File: src/rtl/pc_fetch.sv
// Instruction-fetch stage. Owns the program counter and fetches one word at a
// time over a req/ack handshake. It presents one instruction per cycle, or a NOP
// bubble, to the IF/ID register. It handles pause, redirects and wrong-path
// fetches that are still in flight.
module pc_fetch #(
  parameter logic [31:0] RESET_PC = 32'h0000_0000,
  parameter logic [31:0] NOP_INST = 32'h0000_0000
) (
  input  logic        clk,
  input  logic        rst,
  input  logic        pause,
  input  logic        redirect_valid,
  input  logic [31:0] redirect_pc,
  output logic        imem_req,
  output logic [31:0] imem_addr,
  input  logic        imem_ack,
  input  logic [31:0] imem_rdata,
  output logic [31:0] inst_out,
  output logic [31:0] inst_pc,
  output logic        inst_valid,
  output logic        fetch_busy
);

  localparam logic [1:0] FETCH = 2'd0;
  localparam logic [1:0] HOLD  = 2'd1;
  localparam logic [1:0] DRAIN = 2'd2;

  logic [1:0]  state_reg, state_next;
  logic [31:0] pc_reg,    pc_next;
  logic [31:0] hold_reg,  hold_next;
  logic [31:0] redir_reg, redir_next;
  logic [31:0] redir_target;
  logic [31:0] pc_plus4;

  // Redirect targets are always word aligned. The PC increment wraps modulo 2^32.
  assign redir_target = redirect_pc & ~32'h0000_0003;
  assign pc_plus4     = pc_reg + 32'd4;

  // The address always follows pc_reg. In DRAIN, pc_reg still holds the
  // abandoned address, so the address stays stable until the old fetch is acked.
  assign imem_addr = pc_reg;
  assign inst_pc   = pc_reg;

  // Outputs to memory and to IF/ID. A redirect cycle always produces a bubble.
  always_comb begin
    imem_req   = 1'b0;
    inst_valid = 1'b0;
    inst_out   = NOP_INST;
    fetch_busy = 1'b0;
    if (rst) begin
      case (state_reg)
        FETCH: begin
          imem_req   = 1'b1;
          fetch_busy = !imem_ack;
          if (imem_ack && !pause && !redirect_valid) begin
            inst_valid = 1'b1;
            inst_out   = imem_rdata;
          end
        end
        HOLD: begin
          if (!redirect_valid) begin
            inst_out   = hold_reg;
            inst_valid = !pause;
          end
        end
        DRAIN: begin
          imem_req   = 1'b1;
          fetch_busy = !imem_ack;
        end
        default: begin
          imem_req = 1'b0;
        end
      endcase
    end
  end

  // Next-state selection. Priority is redirect, then pause, then normal flow.
  always_comb begin
    state_next = state_reg;
    pc_next    = pc_reg;
    hold_next  = hold_reg;
    redir_next = redir_reg;
    case (state_reg)
      FETCH: begin
        if (redirect_valid) begin
          if (imem_ack) begin
            pc_next = redir_target;
          end else begin
            redir_next = redir_target;
            state_next = DRAIN;
          end
        end else if (imem_ack) begin
          if (pause) begin
            hold_next  = imem_rdata;
            state_next = HOLD;
          end else begin
            pc_next = pc_plus4;
          end
        end
      end
      HOLD: begin
        if (redirect_valid) begin
          pc_next    = redir_target;
          hold_next  = 32'd0;
          state_next = FETCH;
        end else if (!pause) begin
          pc_next    = pc_plus4;
          state_next = FETCH;
        end
      end
      DRAIN: begin
        // The data returned by the abandoned fetch is never used.
        if (imem_ack) begin
          pc_next    = redirect_valid ? redir_target : redir_reg;
          state_next = FETCH;
        end else if (redirect_valid) begin
          redir_next = redir_target;
        end
      end
      default: begin
        state_next = FETCH;
      end
    endcase
  end

  // State registers with synchronous active-low reset.
  always_ff @(posedge clk) begin
    if (!rst) begin
      state_reg <= FETCH;
      pc_reg    <= RESET_PC;
      hold_reg  <= 32'd0;
      redir_reg <= 32'd0;
    end else begin
      state_reg <= state_next;
      pc_reg    <= pc_next;
      hold_reg  <= hold_next;
      redir_reg <= redir_next;
    end
  end

endmodule
File: config.mk
export PLATFORM = sky130hd
export DESIGN_NAME = pc_fetch
export DESIGN_NICKNAME = d
export VERILOG_FILES = /design/src/rtl/pc_fetch.sv
export SDC_FILE = /design/constraint.sdc
export NUM_CORES = 1
export LEC_CHECK = 0
export CAP_MARGIN = 15
export CORE_MARGIN = 1.5
export CORE_UTILIZATION = 48
export CTS_BUF_LIST = sky130_fd_sc_hd__clkbuf_8
export DETAILED_ROUTE_END_ITERATION = 12
export PLACE_DENSITY_LB_ADDON = 0.3
export RECOVER_POWER = 50
export SYNTH_ARGS = -nofsm -noshare
export SYNTH_HDL_FRONTEND = slang
export SYNTH_SLANG_ARGS = --single-unit
File: constraint.sdc
create_clock -name clk -period 2.9 [get_ports clk]
set_input_delay 0.725 -clock clk [delete_from_list [all_inputs] [get_ports clk]]
set_output_delay 0.725 -clock clk [all_outputs]
set_load 0.01 [all_outputs]
==> key figures, run 1 <==
Run status
  • Status: finished clean

Job
  • Max-cap violations: 0

Synthesis
  • Synth Register Bits: 98
  • Avg Inst Size Synth: 7.66 µm²
  • Post-Synthesis Cell Area: 5310 µm²
  • Syn Nets: 763
  • Area share of the largest cell type after synthesis: 0.370
  • Post-Synth XOR/XNOR Area: 0.00165
  • Yosys warns: 0
  • Mapped Cells: 693
  • Cell taking the most area after synthesis: dfxtp_1
  • Synth Area in Compound Gates: 0.268
  • Simple-gate area share of the yosys netlist: 0.255
  • Register area share after synthesis: 0.370
  • Synth top area cells: dfxtp_1 37%, a22oi_1 9.6%, nand2_1 7.1%
  • Adder-Cell Fraction of Synth Area: 0.00236
  • Number of flops mapped to enable cells by yosys: 0
  • Proportion of synthesized area in mux cells: 0.00589
  • Top_reg_cell synth: dfxtp_1
  • Largest family of logic cells by synthesized area: compound AO/OA/AOI/OAI gates
  • Unique masters post-synth: 66
  • Fraction of registers with async set or reset after synthesis: 0

STA
  • Fin crit share: 0.966
  • Hold Vio Cnt, Final: 0
  • Slew HR: 0.183
  • Final setup viols: 0
  • Total Neg Setup Slack: 0 ns
  • Final Max Tran Viols: 0
  • Worst-Margin Slew: 1.23 ns
  • Achievable Freq: 0.357 GHz
  • Clock Skew: 0.00646 ns
  • Unrepaired setup endpoints after global routing: no
  • Fin crit period: 2.80 ns

Detailed routing
  • Initial drt markers: 656
  • First-pass iteration count of the detailed router: 6
  • DR DRC count: 0
  • DR WL/cell: 17.9 µm
  • Post-route ant nets: 0
  • DRT Wirelength: 17.2 mm
  • Vias: 5858
  • Vias per cell: 6.12

CTS
  • Root Buffer: clkbuf_8
  • CTS buffer count: 9
  • CTS Sinks: 98
  • Clock insertion delay at the later pin of the skew report: 0.37 ns
  • H-tree depth: 3
  • CTS tree: yes
  • Deepest clock path buffer count: 2
  • Worst-path clk slew: 0.09 ns

Global routing
  • Initial antenna violation count: 0
  • Vias in the first global route: 5519
  • GRT Residual Overflow: 0
  • Gr usage total: 0.292
  • Pin count of the biggest net entering global routing: 84
  • First-pass GRT wire length: 27.0 mm

Cells and area
  • Final instance area: 7180 µm²
  • Share of cells above drive strength 1: 0.0967
  • Nets: 882
  • Post-synthesis to final-layout area growth: 35.3%
  • Ant diodes: 0
  • Final Non-Filler Cells: 957
  • Filler Cell Count: 916

Placed design
  • GPL Wtd Cong: 0.847
  • Placed cells: 936
  • Placed cell area: 6910 µm²
  • HPWL after DPL: 11.5 mm
  • Port bufs: 165

Min path
  • Worst hold path class: reg -> reg

Critical path
  • Worst Path Required: 2.17 ns
  • Crit end category: output port
  • CP arrival: 2.08 ns
  • CP Launch Type: input pin
  • CP Max Fanout: 8
  • Setup CP Type: in -> out

Die
  • Floorplan row count: 38
  • IO Count: 168
  • Core area: 10800 µm²
  • Starting Density: 0.492
  • Die width: 108 µm
  • Die height: 108 µm
  • Die ar.: 11700 µm²

Power and ir drop
  • Pleak: 2.69 nW
  • Pwr/cell area: 442 nW/µm²
  • VDD IR-drop max: 237 µV
## layout make-up
cell class,instances,area (µm²),area share
timing repair buffer,199,1950,0.272
tap,140,175,0.0244
clock inverter,7,110,0.0153
multi-input combinational,499,2840,0.396
inverter,5,18.8,0.00261
sequential,98,1960,0.273
clock buffer,9,124,0.0172
## timing repair
action	CTS	global route
hold buffers	0	0
endpoints found under the hold margin	0	0
setup endpoints to repair	34	16
resized for setup	58	6
setup buffers	2	0
cloned	3	0
pin swaps	2	1
## power by group
| part | internal, mW | switching [mW] |
|---|---|---|
| logic | 0.320 | 0.322 |
| clock network | 0.566 | 0.477 |
| registers | 1.41 | 0.0802 |
| total | 2.30 | 0.879 |
## path summary, 6_finish.rpt
| path | from | endpoint | slack (ns) | cells after the start |
|---|---|---|---|---|
| worst max-delay path | pause | inst_out[4] | 0.1 | 7 |
| worst min-delay path | redir_reg[28] | redir_reg[28] | 0.46 | 2 |
| worst max register to register | imem_addr[7] | imem_addr[25] | 0.62 | 5 |
| worst min register to register | redir_reg[28] | redir_reg[28] | 0.46 | 2 |
## cells in the final DEF, fill, tap and decap left out, types with 6 or more instances in the layout
cell type / Yosys / final
nor3b_1: 6 / 6
dfxtp_1: 98 / 98
nand4_1: 12 / 12
inv_1: 5 / 7
a31oi_1: 8 / 8
buf_4: 32 / 21
clkdlybuf4s15_2: 0 / 8
o211ai_1: 7 / 7
nand2b_1: 6 / 6
nor3_1: 12 / 12
nand2_1: 100 / 100
clkdlybuf4s50_1: 0 / 112
clkbuf_2: 0 / 7
dlygate4sd2_1: 0 / 24
nand3_1: 7 / 7
a21oi_1: 65 / 65
a22oi_1: 68 / 68
o21ai_0: 25 / 26
dlygate4sd3_1: 0 / 16
nor2_1: 92 / 91
and3_1: 7 / 7
clkbuf_8: 0 / 9
## synth_stat cells (7+ instances only)
| cell | count |
|---|---|
| nor2_1 | 92 |
| o21ai_0 | 25 |
| buf_2 | 18 |
| nor3_1 | 12 |
| buf_4 | 32 |
| dfxtp_1 | 98 |
| clkbuf_1 | 35 |
| nand2_1 | 100 |
| o211ai_1 | 7 |
| nand4_1 | 12 |
| nand3_1 | 7 |
| a31oi_1 | 8 |
| and3_1 | 7 |
| a22oi_1 | 68 |
| a21oi_1 | 65 |
## metal layers
metal | routed length [µm] | vias up | GRT usage
met2 | 8150 | 320 | 0.477
met1 | 7000 | 2790 | 0.376
met4 | 480 | 0 | 0.133
met5 | 0 | - | 0
met3 | 1530 | 51 | 0.0518
li1 | - | 2697 | -
## critical path: stages
cell and delay (ns):
dlygate4sd2_1 0.27, nor4_4 0.23, buf_6 0.17, bufbuf_16 0.27
a22oi_1 0.06, nor2_1 0.10, clkdlybuf4s15_2 0.23
## metrics by stage
stage | power, mW | utilization | worst slack (ns) | hold WS (ns)
CTS | 3.18 | 0.668 | 0.0557 | 0.458
floorplan | 1.84 | - | 0.251 | 0.431
detailed placement | 2.15 | 0.640 | -0.395 | 0.444
finish | 3.17 | 0.666 | 0.0994 | 0.457
global route | 3.29 | 0.666 | 0.00818 | 0.486
global placement | 2.13 | 0.640 | -0.360 | 0.437
## cells by family (layout without fill, tap and decap cells)
kind of cell / after synthesis / count (layout)
AND/OR/NAND/NOR: 279 / 279
AO/OA/AOI/OAI: 215 / 215
flip-flops: 98 / 98
buffers and inverters: 96 / 220
multiplexers: 3 / 3
adder cells (fa/ha/maj): 1 / 1
XOR/XNOR: 1 / 1
(Power assumes the default switching activity.)
==> run 2, diff against run 1 <==
ABC_AREA = 1   (was unset)
CORE_UTILIZATION = 46   (was 48)
clock period = 2.3 ns   (was 2.9 ns; I/O delays follow)
==> key figures, run 2 <==
Synthesis
  • Number of flops mapped to enable cells by yosys: 0
  • Synth Register Bits: 98
  • Avg Inst Size Synth: 6.41 µm²
  • Largest family of logic cells by synthesized area: simple AND/OR/NAND/NOR gates
  • Proportion of synthesized area in mux cells: 0
  • List of most frequent post-synthesis cells: 250 x nand2_1, 132 x a21oi_1, 131 x o21ai_0, 98 x dfxtp_1, 65 x nor2_1
  • Simple-gate area share of the yosys netlist: 0.279
  • Synth top area cells: dfxtp_1 31%, nand2_1 15%, a21oi_1 10%
  • Adder-Cell Fraction of Synth Area: 0.00197
  • Synth Area in Compound Gates: 0.269
  • Most frequent cell after synthesis: nand2_1
  • Area share of the largest cell type after synthesis: 0.310
  • Cell taking the most area after synthesis: dfxtp_1
  • Mapped Cells: 989
  • Post-Synth XOR/XNOR Area: 0.00553
  • Syn Nets: 1059
  • Fraction of registers with async set or reset after synthesis: 0
  • Yosys warns: 0
  • Register area share after synthesis: 0.310
  • Top_reg_cell synth: dfxtp_1
  • Post-Synthesis Cell Area: 6340 µm²
  • Unique masters post-synth: 37

Power and ir drop
  • Clock power share: 0.351
  • VDD IR-drop max: 335 µV
  • Sequential share of power: 0.423
  • Design Power: 4.61 mW
  • Net Sw Frac: 0.285
  • Gate power share: 0.226
  • Pint: 3.30 mW
  • Switching pwr: 1.32 mW
  • Pleak: 3.27 nW
  • Pwr/cell area: 550 nW/µm²

Cells and area
  • Most frequent cells in the layout: 231 x nand2_1, 132 x o21ai_0, 127 x clkdlybuf4s50_1
  • Post-synthesis to final-layout area growth: 32.3%
  • Multi-input gate area: 3680 µm²
  • Filler Cell Count: 1206
  • Most common cell after layout, fill and taps aside: nand2_1
  • Nets: 1190
  • Sequential Area: 1970 µm²
  • Share of cells above drive strength 1: 0.160
  • Ant diodes: 0

Die
  • Die ar.: 14500 µm²
  • Starting Density: 0.475
  • Die height: 120 µm
  • Floorplan row count: 42
  • IO Count: 168
  • Die width: 120 µm
  • Core area: 13300 µm²

Critical path
  • CP most frequent cell: buf_4
  • Slowest CP cell: dfxtp_4
  • CP arrival: 1.84 ns
  • CP Launch Type: flop
  • Setup CP Type: reg -> out
  • CP Max Fanout: 4
  • Critical path cell sequence: nor2_8 > inv_4 > nor4_4 > buf_4 > clkbuf_16 > buf_6 > buf_4 > nand2_2 > a21oi_2 > buf_2
  • Worst Path Required: 1.73 ns
  • CP max stage delay: 0.38 ns
  • Crit end category: output port

CTS
  • H-tree depth: 3
  • Cts-stage hold buffer count: 0
  • CTS tree: yes
  • CTS buffer count: 9
  • Worst-path clk slew: 0.10 ns
  • Root Buffer: clkbuf_8
  • Deepest clock path buffer count: 2
  • Clock insertion delay at the later pin of the skew report: 0.39 ns
  • CTS Sinks: 98

Run status
  • Status: finished with violations
  • Failing checks: setup timing

STA
  • Setup ws final: -0.114 ns
  • Slew HR: 0.477
  • Clock Skew: 0.0138 ns
  • Worst-Margin Slew: 0.785 ns
  • Final setup viols: 26
  • Hold Vio Cnt, Final: 0
  • Final Max Tran Viols: 0
  • Fin crit period: 2.41 ns
  • Achievable Freq: 0.414 GHz
  • Fin crit share: 1.05
  • Unrepaired setup endpoints after global routing: yes
  • Total Neg Setup Slack: -1.09 ns

Detailed routing
  • Initial drt markers: 738
  • Post-route ant nets: 0
  • First-pass iteration count of the detailed router: 5
  • Vias: 7092
  • DR DRC count: 0
  • DR WL/cell: 14.8 µm
  • DRT Wirelength: 19.2 mm
  • Vias per cell: 5.45

Placed design
  • GPL Wtd Cong: 0.860
  • HPWL after DPL: 12.4 mm
  • Port bufs: 165

Global routing
  • Initial antenna violation count: 1
  • First-pass GRT wire length: 30.9 mm
  • GRT Residual Overflow: 0
  • Pin count of the biggest net entering global routing: 87
  • Gr usage total: 0.261
  • Vias in the first global route: 6362

Min path
  • Worst hold path class: reg -> reg

Job
  • Max-cap violations: 0
run 2: cell types whose count changed after synthesis, sizes merged, moves of 13 or more:
cell | previous run | this run
o21ai | 26 | 138
nand2 | 100 | 257
nand3 | 9 | 52
a21oi | 65 | 133
nor3 | 14 | 0
buf | 56 | 69
a31oi | 8 | 40
a22oi | 68 | 0
inv | 5 | 60
nand4 | 15 | 0
run 2: layout make-up:
class                      instances  share of cell area
clock buffer                      10              0.0164
clock inverter                     6              0.0190
inverter                          62              0.0284
multi-input combinational        730               0.439
sequential                        98               0.235
tap                              176              0.0263
timing repair buffer             219               0.237
run 2: worst max-delay path: cells and delay by family, from the launching register on:
kind	cells	cell delay [ns]
AND/OR/NAND/NOR	3	0.29
AO/OA/AOI/OAI	1	0.11
buffers and inverters	6	0.67
flip-flops	1	0.38
run 2: cell families (layout without fill, tap and decap cells):
logic type                 count (synthesis)  in the layout
AOI/OAI and AO/OA                        321            321
xor gates and xnor gates                   4              4
adders and majority gates                  1              1
buffers and inverters                    161            297
DFF                                       98             98
and+or+nand+nor                          404            404
run 2: through the flow:
| stage | hold slack (ns) | cells | util | setup slack (ns) | cell area (µm²) |
|---|---|---|---|---|---|
| after global placement | 0.445 | 1271 | 0.599 | -0.606 | 8000 |
| after detailed placement | 0.453 | 1271 | 0.599 | -0.703 | 8000 |
| after CTS | 0.467 | 1299 | 0.623 | -0.259 | 8310 |
| after global routing | 0.483 | 1301 | 0.628 | -0.218 | 8380 |
| after floorplan | 0.441 | 989 | - | 0.101 | 6340 |
| final | 0.468 | 1301 | 0.628 | -0.114 | 8380 |
run 2: power by group through the flow:
stage | clock network (mW) | logic, mW | registers, mW
after floorplan | 0 | 0.587 | 1.97
after global placement | 0 | 1.01 | 1.99
after detailed placement | 0 | 1.02 | 1.99
after CTS | 1.64 | 1.04 | 1.95
after global routing | 1.70 | 1.15 | 1.97
final | 1.62 | 1.04 | 1.95
run 2: timing repair:
item                       4_1_cts  5_1_grt
buffers inserted                10        3
setup endpoints to repair       35       33
pin swaps                        5       13
cloned                           2        1
resized for setup              151       49
run 2: layer usage:
layer | routed length [µm] | share of wire | global-route usage | vias up
met4 | 431 | 0.022 | 0.0941 | 2
met1 | 8470 | 0.44 | 0.354 | 3224
met3 | 1400 | 0.073 | 0.0410 | 39
li1 | - | - | - | 3546
met2 | 8930 | 0.46 | 0.422 | 281
met5 | 11 | 0.00057 | 0 | -
run 2: final timing paths:
path           startpoint            to  slack, ns  cells past startpoint
min reg2reg  redir_reg[1]  redir_reg[1]       0.47                      2
max reg2reg  state_reg[0]  hold_reg[19]       0.07                     10
min          redir_reg[1]  redir_reg[1]       0.47                      2
max          state_reg[1]   inst_out[3]      -0.11                     10
==> edit: new RTL, settings of run 2 <==
Take the reset off `hold_reg` and load it in a clocked block of its own.
--- a/src/rtl/pc_fetch.sv
+++ b/src/rtl/pc_fetch.sv
@@ -129,13 +129,15 @@
       state_reg <= FETCH;
       pc_reg    <= RESET_PC;
-      hold_reg  <= 32'd0;
       redir_reg <= 32'd0;
     end else begin
       state_reg <= state_next;
       pc_reg    <= pc_next;
-      hold_reg  <= hold_next;
       redir_reg <= redir_next;
     end
   end
 
+  always_ff @(posedge clk) begin
+    hold_reg <= hold_next;
+  end
+
 endmodule
Behaviour: no difference found for any inputs over 4 cycles, from zero or initial values and one cycle with rst low; that may be too few to reach the edited logic, so the function may still have changed.
==> edit against run 2 <==
- the run still ends with setup timing left
- setup slack worse by 0.036 ns
- utilization rose by 2.0 points
- wire length down 1.7%
- sequential cell count stayed put
- synthesized area up 1.4%
- design area is 4.0% higher
- sequential share of layout area increased by 2.8 points
- final cell count increased by 0.92%
- sequential power is 4% higher
- power decreased by 8.2%
==> edit: results (changes against run 2) <==
set qor(status) {finished with violations}
set qor(violations_in_the_final_reports) {setup timing}
set qor(mappedNetlistNets) 1038 ;# -2.0%
set qor(final.setup_skew_ns) 0.0121 ;# -0.00177 ns
set qor(first_global_vias) 6240 ;# -1.9%
set qor(avgViaCountPerCell) 5.26 ;# -3.6%
set qor(timing.setup.tns_ns) -1.00 ;# +0.0834 ns
set qor(postRouteWirelength_um) 18900 ;# -1.7%
set qor(postSynthCellCount) 968 ;# -2.1%
set qor(insertion_delay_ns) 0.37 ;# -0.02 ns
set qor(filler_cell_count) 1226 ;# +1.7%
set qor(synth.yosys.seq_area_share_pct) 35.5 ;# +4.6 points
set qor(worst_pin_slew_ns) 0.681 ;# -0.103 ns
set qor(final-instance-count-excl-fill) 1313 ;# +0.92%
set qor(groute.usage.overall_pct) 25.4 ;# -0.77 points
set qor(total_length_of_routed_met2_wires_um) 9030 ;# +1.2%
set qor(vdd_drop_max_v) 0.000250 ;# -25%
set qor(detailedRoute.firstIterationViolations) 550 ;# -25%
set qor(p_leak_nw) 3.65 ;# +12%
set qor(final_layout_size_suffix_gt1_share_pct) 19.1 ;# +3.1 points
set qor(synth-edff-count) 32 ;# +32
set qor(route.layer.met1.wl_um) 8320 ;# -1.7%
set qor(worst_r2r_endpoint) {hold_reg[8]}
set qor(gp_congestion) 0.862 ;# +0.23%
set qor(grt_max_degree) 81 ;# -6.9%
set qor(setup_slack_ns) -0.150 ;# -0.0358 ns
set qor(final_layout_net_count) 1202 ;# +1.0%
set qor(worst_setup_path_startpoint) {imem_ack}
set qor(timing.final.setup_violations) 24 ;# -7.7%
set qor(estimated_wirelength_of_the_detail_placed_design_um) 12000 ;# -3.4%
set qor(pre_cts_slack_ns) -0.674 ;# +0.0295 ns
set qor(wl_met3_um) 1240 ;# -11%
set qor(synth_cell_type_count) 35 ;# -5.4%
set qor(timing.reg2reg.worst_path_depth) 7 ;# -3
-- edit: cell type report --
| cell class | count | area [um2] | area share, % |
|---|---|---|---|
| multi-input combinational | 694 | 3420 | 39.2 |
| sequential | 98 | 2290 | 26.2 |
| timing repair buffer | 239 | 2270 | 26.0 |
| inverter | 90 | 338 | 3.87 |
| tap | 176 | 220 | 2.53 |
| clock buffer | 9 | 124 | 1.42 |
| clock inverter | 7 | 68.8 | 0.789 |
-- edit: worst min-delay path by stage --
stage                 startpoint            to  slack, ns  cells after the start
floorplan           redir_reg[0]  redir_reg[0]       0.44                      2
global placement    redir_reg[1]  redir_reg[1]       0.45                      2
detailed placement  redir_reg[0]  redir_reg[0]       0.45                      2
CTS                 redir_reg[0]  redir_reg[0]       0.47                      2
global route        redir_reg[4]  redir_reg[4]       0.49                      2
finish              redir_reg[0]  redir_reg[0]       0.47                      2
-- edit: report_power, final --
part	leakage (nW)	total [mW]	switching, mW	internal (mW)
Clock	0.0970	1.15	0.645	0.502
Sequential	0.842	2.03	0.121	1.91
Combinational	2.71	1.06	0.538	0.522
Total	3.65	4.24	1.30	2.93
-- edit: cell families after synthesis --
family | Yosys count | synth area share, %
AND/OR/NAND/NOR | 429 | 28.2
AO/OA/AOI/OAI | 261 | 22.1
buffers and inverters | 176 | 13.6
flip-flops | 98 | 35.5
XOR/XNOR | 3 | 0.409
adder cells (fa/ha/maj) | 1 | 0.195
-- edit: through the flow --
stage,hold slack [ns],area [um2],total power [mW]
2_1_floorplan,0.441,6420,2.61
4_1_cts,0.468,8540,4.23
5_1_grt,0.493,8720,4.46
3_5_place_dp,0.453,8220,3.06
3_3_place_gp,0.449,8220,3.04
6_report,0.469,8720,4.24
-- edit: repair_timing --
action,4_1_cts,5_1_grt
setup buffers,18,8
endpoints found under the setup margin,35,35
pin swaps,8,19
resized for setup,155,42
cloned,4,3
-- edit: critical path: stages --
cell	delay, ns
sky130_fd_sc_hd__clkdlybuf4s15_1	0.21
sky130_fd_sc_hd__inv_2	0.06
sky130_fd_sc_hd__nor4_4	0.24
sky130_fd_sc_hd__buf_4	0.21
sky130_fd_sc_hd__buf_6	0.11
sky130_fd_sc_hd__buf_6	0.10
sky130_fd_sc_hd__buf_6	0.09
sky130_fd_sc_hd__a21oi_4	0.05
sky130_fd_sc_hd__nor2_2	0.09
sky130_fd_sc_hd__buf_2	0.13
-- edit: metal layers --
layer,track usage (%),up-vias
met5,0,-
met4,9.26,2
met3,4.75,25
met2,40.7,280
met1,34.1,3165
li1,-,3431
